File: config.mk
export PLATFORM = sky130hd
export DESIGN_NAME = serial_rx_frame
export DESIGN_NICKNAME = d
export VERILOG_FILES = /design/src/rtl/serial_pkg.sv /design/src/rtl/rx_bit_timer.sv /design/src/rtl/serial_rx_frame.sv
export SDC_FILE = /design/constraint.sdc
export NUM_CORES = 1
export LEC_CHECK = 0
export ABC_AREA = 0
export BUFFER_PORTS_ARGS = -buffer_cell sky130_fd_sc_hd__buf_2
export CORE_MARGIN = 2
export CORE_UTILIZATION = 42
export CTS_BUF_LIST = sky130_fd_sc_hd__clkbuf_8
export DETAILED_ROUTE_END_ITERATION = 6
export MAX_ROUTING_LAYER = met4
export PLACE_DENSITY = 0.62
export SKIP_CTS_REPAIR_TIMING = 1
export SLEW_MARGIN = 40
export SYNTH_ARGS = -nofsm -noshare
export SYNTH_HDL_FRONTEND = slang
export SYNTH_HIERARCHICAL = 1
export SYNTH_SLANG_ARGS = --single-unit
File: constraint.sdc
create_clock -name clock -period 3.3 [get_ports clock]
set_input_delay 0.165 -clock clock [delete_from_list [all_inputs] [get_ports clock]]
set_output_delay 0.165 -clock clock [all_outputs]
set_load 0.02 [all_outputs]
File: src/rtl/serial_pkg.sv
`default_nettype none
// ============================================================================
//  Module      : serial_pkg
//  Description : Shared frame constants and receiver state encoding for the
//                serial transmitter/receiver pair.
//  Revision    : 1.0 - initial release
// ============================================================================
package serial_pkg;

    localparam logic [2:0] IDLE  = 3'd0;
    localparam logic [2:0] START = 3'd1;
    localparam logic [2:0] DATA  = 3'd2;
    localparam logic [2:0] STOP  = 3'd3;
    localparam logic [2:0] BREAK = 3'd4;

    localparam int   FRAME_DATA_BITS    = 8;
    localparam logic LINE_IDLE          = 1'b1;
    localparam int   DEFAULT_BIT_CYCLES = 106;

    function automatic logic maj3(input logic a, input logic b, input logic c);
        return (a & b) | (a & c) | (b & c);
    endfunction

endpackage
`default_nettype wire

File: src/rtl/rx_bit_timer.sv
`default_nettype none
// ============================================================================
//  Module      : rx_bit_timer
//  Description : Bit-period counter with half/full strobes and line sampler.
//                SERIAL_RX_MAJORITY_EN selects a 2-of-3 majority sample.
//  Revision    : 1.0 - initial release
// ============================================================================
module rx_bit_timer
    import serial_pkg::*;
#(
    parameter int BIT_CYCLES = DEFAULT_BIT_CYCLES,
    parameter int CNT_W      = 10
) (
    input  logic clock,
    input  logic reset,
    input  logic i_hold,
    input  logic i_restart,
    input  logic i_s,
    output logic o_half,
    output logic o_full,
    output logic o_sample
);

`ifdef SERIAL_RX_MAJORITY_EN
    localparam int c_LATE = 1;
`else
    localparam int c_LATE = 0;
`endif

    // Decisions land c_LATE cycles after the nominal target; reloading with
    // c_LATE keeps the bit period at exactly BIT_CYCLES.
    localparam logic [CNT_W-1:0] c_HALF   = CNT_W'(BIT_CYCLES / 2 + c_LATE);
    localparam logic [CNT_W-1:0] c_FULL   = CNT_W'(BIT_CYCLES - 1 + c_LATE);
    localparam logic [CNT_W-1:0] c_RELOAD = CNT_W'(c_LATE);

    logic [CNT_W-1:0] r_cnt;

    always_ff @(posedge clock or posedge reset) begin
        if (reset) begin
            r_cnt <= '0;
        end else if (i_hold) begin
            r_cnt <= '0;
        end else if (i_restart) begin
            r_cnt <= c_RELOAD;
        end else begin
            r_cnt <= r_cnt + CNT_W'(1);
        end
    end

    assign o_half = (r_cnt == c_HALF);
    assign o_full = (r_cnt == c_FULL);

`ifdef SERIAL_RX_MAJORITY_EN
    logic r_s_d1;
    logic r_s_d2;

    always_ff @(posedge clock or posedge reset) begin
        if (reset) begin
            r_s_d1 <= LINE_IDLE;
            r_s_d2 <= LINE_IDLE;
        end else begin
            r_s_d1 <= i_s;
            r_s_d2 <= r_s_d1;
        end
    end

    assign o_sample = maj3(r_s_d2, r_s_d1, i_s);
`else
    assign o_sample = i_s;
`endif

endmodule
`default_nettype wire

File: src/rtl/serial_rx_frame.sv
`default_nettype none
// ============================================================================
//  Module      : serial_rx_frame
//  Description : Start/8-data/stop serial frame receiver with valid/ack
//                handshake and sticky error flag. Optional macro:
//                SERIAL_RX_MAJORITY_EN (2-of-3 mid-bit sampling).
//  Revision    : 1.0 - initial release
// ============================================================================
module serial_rx_frame
    import serial_pkg::*;
#(
    parameter int BIT_CYCLES = DEFAULT_BIT_CYCLES,
    parameter int CNT_W      = 10
) (
    input  logic                       clock,
    input  logic                       reset,
    input  logic                       serial_in,
    output logic [FRAME_DATA_BITS-1:0] rx_data,
    output logic                       rx_valid,
    input  logic                       rx_ack,
    output logic                       rx_error,
    output logic                       rx_busy
);

    localparam logic [2:0] c_LAST_BIT = 3'(FRAME_DATA_BITS - 1);

    logic                       r_sync1;
    logic                       r_sync2;
    logic                       r_s_prev;
    logic [2:0]                 r_state;
    logic [2:0]                 w_state_nxt;
    logic [2:0]                 r_bit_idx;
    logic [FRAME_DATA_BITS-1:0] r_shift;
    logic [FRAME_DATA_BITS-1:0] r_rx_data;
    logic                       r_rx_valid;
    logic                       r_rx_error;

    logic w_fall;
    logic w_hold;
    logic w_restart;
    logic w_half;
    logic w_full;
    logic w_sample;
    logic w_stop_good;
    logic w_stop_bad;

    always_ff @(posedge clock or posedge reset) begin
        if (reset) begin
            r_sync1  <= LINE_IDLE;
            r_sync2  <= LINE_IDLE;
            r_s_prev <= LINE_IDLE;
        end else begin
            r_sync1  <= serial_in;
            r_sync2  <= r_sync1;
            r_s_prev <= r_sync2;
        end
    end

    assign w_fall = (r_state == IDLE) && r_s_prev && !r_sync2;

    // The counter already advances in the edge-detect cycle, so the start
    // decision lands BIT_CYCLES/2 cycles after the edge reaches the FSM.
    assign w_hold    = ((r_state == IDLE) && !w_fall) || (r_state == BREAK);
    assign w_restart = ((r_state == START) && w_half && !w_sample) ||
                       ((r_state == DATA) && w_full);

    rx_bit_timer #(
        .BIT_CYCLES (BIT_CYCLES),
        .CNT_W      (CNT_W)
    ) u_bit_timer (
        .clock     (clock),
        .reset     (reset),
        .i_hold    (w_hold),
        .i_restart (w_restart),
        .i_s       (r_sync2),
        .o_half    (w_half),
        .o_full    (w_full),
        .o_sample  (w_sample)
    );

    always_comb begin
        w_state_nxt = r_state;
        case (r_state)
            IDLE:    if (w_fall) w_state_nxt = START;
            START:   if (w_half) w_state_nxt = w_sample ? IDLE : DATA;
            DATA:    if (w_full && (r_bit_idx == c_LAST_BIT)) w_state_nxt = STOP;
            STOP:    if (w_full) w_state_nxt = w_sample ? IDLE : BREAK;
            BREAK:   if (r_sync2) w_state_nxt = IDLE;
            default: w_state_nxt = IDLE;
        endcase
    end

    assign w_stop_good = (r_state == STOP) && w_full && w_sample;
    assign w_stop_bad  = (r_state == STOP) && w_full && !w_sample;

    always_ff @(posedge clock or posedge reset) begin
        if (reset) begin
            r_state   <= IDLE;
            r_bit_idx <= '0;
            r_shift   <= '0;
        end else begin
            r_state <= w_state_nxt;
            if ((r_state == START) && w_half) begin
                r_bit_idx <= '0;
            end
            if ((r_state == DATA) && w_full) begin
                r_shift   <= {r_shift[FRAME_DATA_BITS-2:0], w_sample};
                r_bit_idx <= r_bit_idx + 3'd1;
            end
        end
    end

    // A good frame always delivers; it flags overrun only if the previous
    // byte is still unconsumed and not being acknowledged this cycle.
    always_ff @(posedge clock or posedge reset) begin
        if (reset) begin
            r_rx_data  <= '0;
            r_rx_valid <= 1'b0;
            r_rx_error <= 1'b0;
        end else if (w_stop_good) begin
            r_rx_data  <= r_shift;
            r_rx_valid <= 1'b1;
            r_rx_error <= r_rx_valid && !rx_ack;
        end else begin
            if (r_rx_valid && rx_ack) begin
                r_rx_valid <= 1'b0;
            end
            if (w_stop_bad) begin
                r_rx_error <= 1'b1;
            end
        end
    end

    assign rx_data  = r_rx_data;
    assign rx_valid = r_rx_valid;
    assign rx_error = r_rx_error;
    assign rx_busy  = (r_state != IDLE);

endmodule
`default_nettype wire

# Word-level counts from Yosys, hierarchy flattened
# Index checks and enable logic that the tools add are counted.
# op_classes
muxes,16
n_eq_ne,12
n_addsub,2
n_reduce_logical,23
# ops
cell,n
3-bit 2-to-1 mux,8
10-bit 2-to-1 mux,2
3-bit one-hot mux with 5 select lines,1
1-bit logical AND,12
10-bit by 1-bit adder with 10-bit output (second input constant),1
10-bit by 6-bit == test with 1-bit output (second input constant),1
10-bit by 7-bit == test with 1-bit output (second input constant),1
2-bit inequality test (second input constant),4
3-bit by 2-bit == test with 1-bit output (second input constant),2
3-bit == test (second input constant),2
2-bit nonzero test,3
5-bit AND reduction,1
1-bit 2-to-1 mux,4
3-bit by 1-bit adder with 3-bit output (second input constant),1
3-bit by 1-bit == test with 1-bit output (second input constant),1
1-bit logical NOT,3
3-bit logical NOT,1
3-bit nonzero test,1
1-bit logical OR,2
2-bit 2-to-1 mux,1
2-bit by 1-bit inequality test with 1-bit output (second input constant),1
# totals
word_cells,63
regBits,37
in_bits,4

# Longest topological paths before layout
# logic_depth
word_depth,7
mapped_depth,10
depth_no_buf,9

# Cells and area by module
# Netlist, hierarchy kept.
# modules_own_cells
module,instances,area_each_um2,cells_per_inst
serial_rx_frame,1,1149.9,80
rx_bit_timer,1,529.3,54

# Least setup slack after synthesis
# Ideal clock, no wire load.
# synth_timing
path_type,register to register
startpoint,register u_bit_timer.r_cnt[1]
endpoint,register r_shift[0]
required_time_ns,3.175
stages_incl_launch_ff,8
setup_time_ns,0.125
path_slack_ns,0.832
arrival_time_ns,2.344
path_cell_list,dfrtp_1 > inv_1 > ha_1 > or4b_2 > nor3_1 > and4bb_4 > buf_6 > mux2_2
# synth_between
elab_chain_cells,2
# synth_lines
item,line_no,source
"start, declared",rx_bit_timer.sv:36,logic [CNT_W-1:0] r_cnt;
"start signal, assigned",rx_bit_timer.sv:44,r_cnt <= c_RELOAD;
"start signal, assigned",rx_bit_timer.sv:46,r_cnt <= r_cnt + CNT_W'(1);
10-bit by 7-bit == test with 1-bit output,rx_bit_timer.sv:51,assign o_full = (r_cnt == c_FULL);
via w_full,serial_rx_frame.sv:42,logic w_full;
1-bit logical AND,serial_rx_frame.sv:106,if ((r_state == DATA) && w_full) begin
"end signal, assigned",serial_rx_frame.sv:107,"r_shift <= {r_shift[FRAME_DATA_BITS-2:0], w_sample};"
"end, declared",serial_rx_frame.sv:33,logic [FRAME_DATA_BITS-1:0] r_shift;
# The timed path passes the listed nets, and every way through them passes these cells.
# A chain may end at the register's enable or synchronous reset.

# Worst setup path after layout
# layout_timing
startpoint,register u_bit_timer.r_cnt[1]
endpoint,register r_bit_idx[0]
# layout_between
elab_chain_cells,3
# layout_lines
item,line_no,source
10-bit by 7-bit == test with 1-bit output *,rx_bit_timer.sv:51,
via w_full,serial_rx_frame.sv:42,
1-bit logical AND *,serial_rx_frame.sv:106,
3-bit 2-to-1 mux or 2-bit nonzero test (tied branches),--,
"end signal, assigned",serial_rx_frame.sv:108,r_bit_idx <= r_bit_idx + 3'd1;
"end, declared",serial_rx_frame.sv:32,logic [2:0] r_bit_idx;
# The timed path passes the listed nets; every way through them passes the cells marked *.

==> impl_metrics.yaml <==
status:
  status: "completed"
timing:
  timing.hold.ws_ns: 0.181
  relSlewSlack_pct: 62.4
  worst_pin_slew_ns: 0.560
  fmax_mhz: 370
  rsz0062_at_grt: "false"
  finalHoldViolations: 0
  setup-violations-final: 0
  fin_crit_sh_pct: 81.9
  final-max-slew-violation-count: 0
  fin_skew_ns: 0.00953
  fin_crit_ns: 2.70
  fin_tns_setup_ns: 0
flow_run:
  drv_cap: 0
grt:
  grt_use_total_pct: 14.7
  antenna_found_initial: 0
  grt_pass1_wl_mm: 4.77
  grt_max_degree: 28
  grt_pass1_vias: 1051
  grt-ovfl-total: 0
synthesis:
  yosysSeqAreaShare_pct: 55.4
  synth_area_leader_cell: "dfrtp_1"
  synth_cells: 134
  synth_edf_count: 0
  synth_xor_area_share_pct: 1.56
  synth_top_area_share_pct: 50.7
  syn_avg_cell_area_um2: 12.5
  syn-num-nets: 142
  ys_top_cells_by_area: "dfrtp_1 (51%), mux2_4 (7.2%), mux2_2 (6.0%), dfstp_2 (4.7%), ha_1 (3.0%)"
  synth_simple_gate_area_share_pct: 14.3
  synth_top_family_by_area: "simple AND/OR/NAND/NOR gates"
  synth_cell_types: 42
  synth-compound-area-share_pct: 8.87
  yosysWarnings: 6
  synth_fa_ha_area_share_pct: 2.98
  synthTopCellsByCount: "dfrtp_1 (34), a21oi_1 (9), mux2_2 (9)"
  yosysMostFrequentCell: "dfrtp_1"
  syn_area_um2: 1680
  ys_ff_latch: 37
  synth-async-reset-ratio_pct: 100
  synthMuxAreaShare_pct: 13.2
  yosys_most_used_dff: "dfrtp_1"
cells_and_area:
  syn2layout_area_growth_pct: 12.1
  stdcell_area_um2: 1880
  drive_above_1_share_pct: 33.3
  n_antenna_cell: 0
  multi_input_area_um2: 687
  regArea_um2: 930
  final_nets: 160
  nFillCells: 344
clock_tree:
  clock_latency_ns: 0.29
  cts_sinks: 37
  htree_levels: 2
  cts_buffer_depth: 2
  cts_made_buffers: 5
  cts_root_buf: "clkbuf_8"
  clk_pin_slew_worst_paths_ns: 0.07
  cts_tree: "yes"
critical_path:
  worstPathCellList: "inv_1 -> ha_1 -> or4b_2 -> nor3_1 -> and4bb_4 -> a41oi_1 -> mux2_2"
  critPathTopFamily: "simple AND/OR/NAND/NOR gates"
  crit_path_end_kind: "register"
  crit_required_ns: 3.47
  cp_slowest_cell: "or4b_2"
  cp_slowest_stage_delay_ns: 0.61
  path_buf_inv: 1
  worstPathMaxFanout: 12
  worst_ep_arrival_time_ns: 2.87
  criticalPathCategory: "register to register"
  cp-start-kind: "register"
power_and_ir_drop:
  leakagePower_nw: 0.927
  peakVddDrop_mv: 0.296
  power_density_nw_per_um2: 573
die:
  die_area_um2: 4520
  core_um2: 3740
  ioPinCount: 15
  die_x_um: 67.2
  die_y_um: 67.2
  rows: 22
  initial_core_util_pct: 44.9
routing:
  wl_per_cell_um: 13.3
  vias: 1044
  ant_nets: 0
  drt_pre_antenna_iters: 4
  wl_mm: 2.67
  drtIter0Drc: 89
  drc: 0
  vias_per_cell: 5.19
placed_design:
  place_area_um2: 1780
  dp_hpwl_mm: 1.86
  gp_congestion: 0.771
  io_buffers: 14
worst_hold_path:
  hold_path.class: "input port to register"
where the power goes:
| group | internal [mW] | total, mW | switching, mW |
|---|---|---|---|
| registers | 0.506 | 0.595 | 0.0888 |
| logic | 0.0819 | 0.181 | 0.0995 |
| clock network | 0.146 | 0.302 | 0.157 |
sequential cells by signal (all words and copies together) (netlist names):
| register | cells |
|---|---|
| r_bit_idx | 3 |
| r_s_prev | 1 |
| r_shift | 8 |
| r_state | 3 |
| r_sync1 | 1 |
| r_sync2 | 1 |
| rx_data | 8 |
| rx_error | 1 |
| rx_valid | 1 |
| u_bit_timer/r_cnt | 10 |
cell type report:
type / instances / share of cell area [%]
sequential: 37 / 49.4
clock inverter: 3 / 0.930
tap: 48 / 3.19
multi-input combinational: 84 / 36.5
timing repair buffer: 16 / 4.78
inverter: 8 / 1.59
clock buffer: 5 / 3.65
metal layers:
| metal | vias to the layer above | part of all wire [%] | global-route usage, % |
|---|---|---|---|
| met1 | 509 | 52 | 20.1 |
| li1 | 510 | - | - |
| met3 | 4 | 3.7 | 4.00 |
| met2 | 21 | 43 | 20.4 |
| met5 | - | 0 | - |
| met4 | 0 | 1.1 | 6.89 |
tightest hold or removal path: stages:
cell and delay [ns]:
buf_2 0.08, nor2b_1 0.04, o22a_1 0.14
through the flow:
step,util [%],power (mW),instances,setup slack (ns)
floorplan,-,0.736,134,0.832
global placement,47.5,0.771,191,0.666
detailed placement,47.5,0.784,191,0.614
CTS,49.8,1.09,199,0.600
global route,50.3,1.15,201,0.420
finish,50.3,1.08,201,0.597
layout by cell type, fill, tap and decap left out, drive strengths merged, types with 2 or more instances in the layout:
cell type    Yosys  routed
nor2             6       6
or4              2       2
nand2            9       9
buf              4      14
a21oi            9       9
dfrtp           34      34
clkinv           0       2
clkbuf           1       5
dlygate4sd3      0       2
xor2             2       2
o31ai            2       2
o21a             2       2
mux2            17      17
dfstp            3       3
inv              8       8
o21ai            3       3
ha               4       4
a22o             2       2
or3              3       3
nand3            4       4
nand4            2       2
cell families after synthesis:
family | after synthesis
xor+xnor | 3
fa+ha+maj | 4
compound gates | 23
simple gates | 37
buf+inv | 13
mux | 17
flops | 37
worst paths after layout:
kind	from	end	slack, ns	depth (start not counted)
min reg2reg	r_sync1$_DFF_PP1_	r_sync2$_DFF_PP1_	0.36	0
max in group asynchronous	reset	r_s_prev$_DFF_PP1_	2.45	3
max reg2reg	u_bit_timer/r_cnt[1]$_DFF_PP0_	r_bit_idx[0]$_DFFE_PP0P_	0.60	7
max	u_bit_timer/r_cnt[1]$_DFF_PP0_	r_bit_idx[0]$_DFFE_PP0P_	0.60	7
min	rx_ack	rx_error$_DFFE_PP0P_	0.18	3
min in group asynchronous	reset	u_bit_timer/r_cnt[4]$_DFF_PP0_	0.41	3
Power figures use the tool's default switching activity.
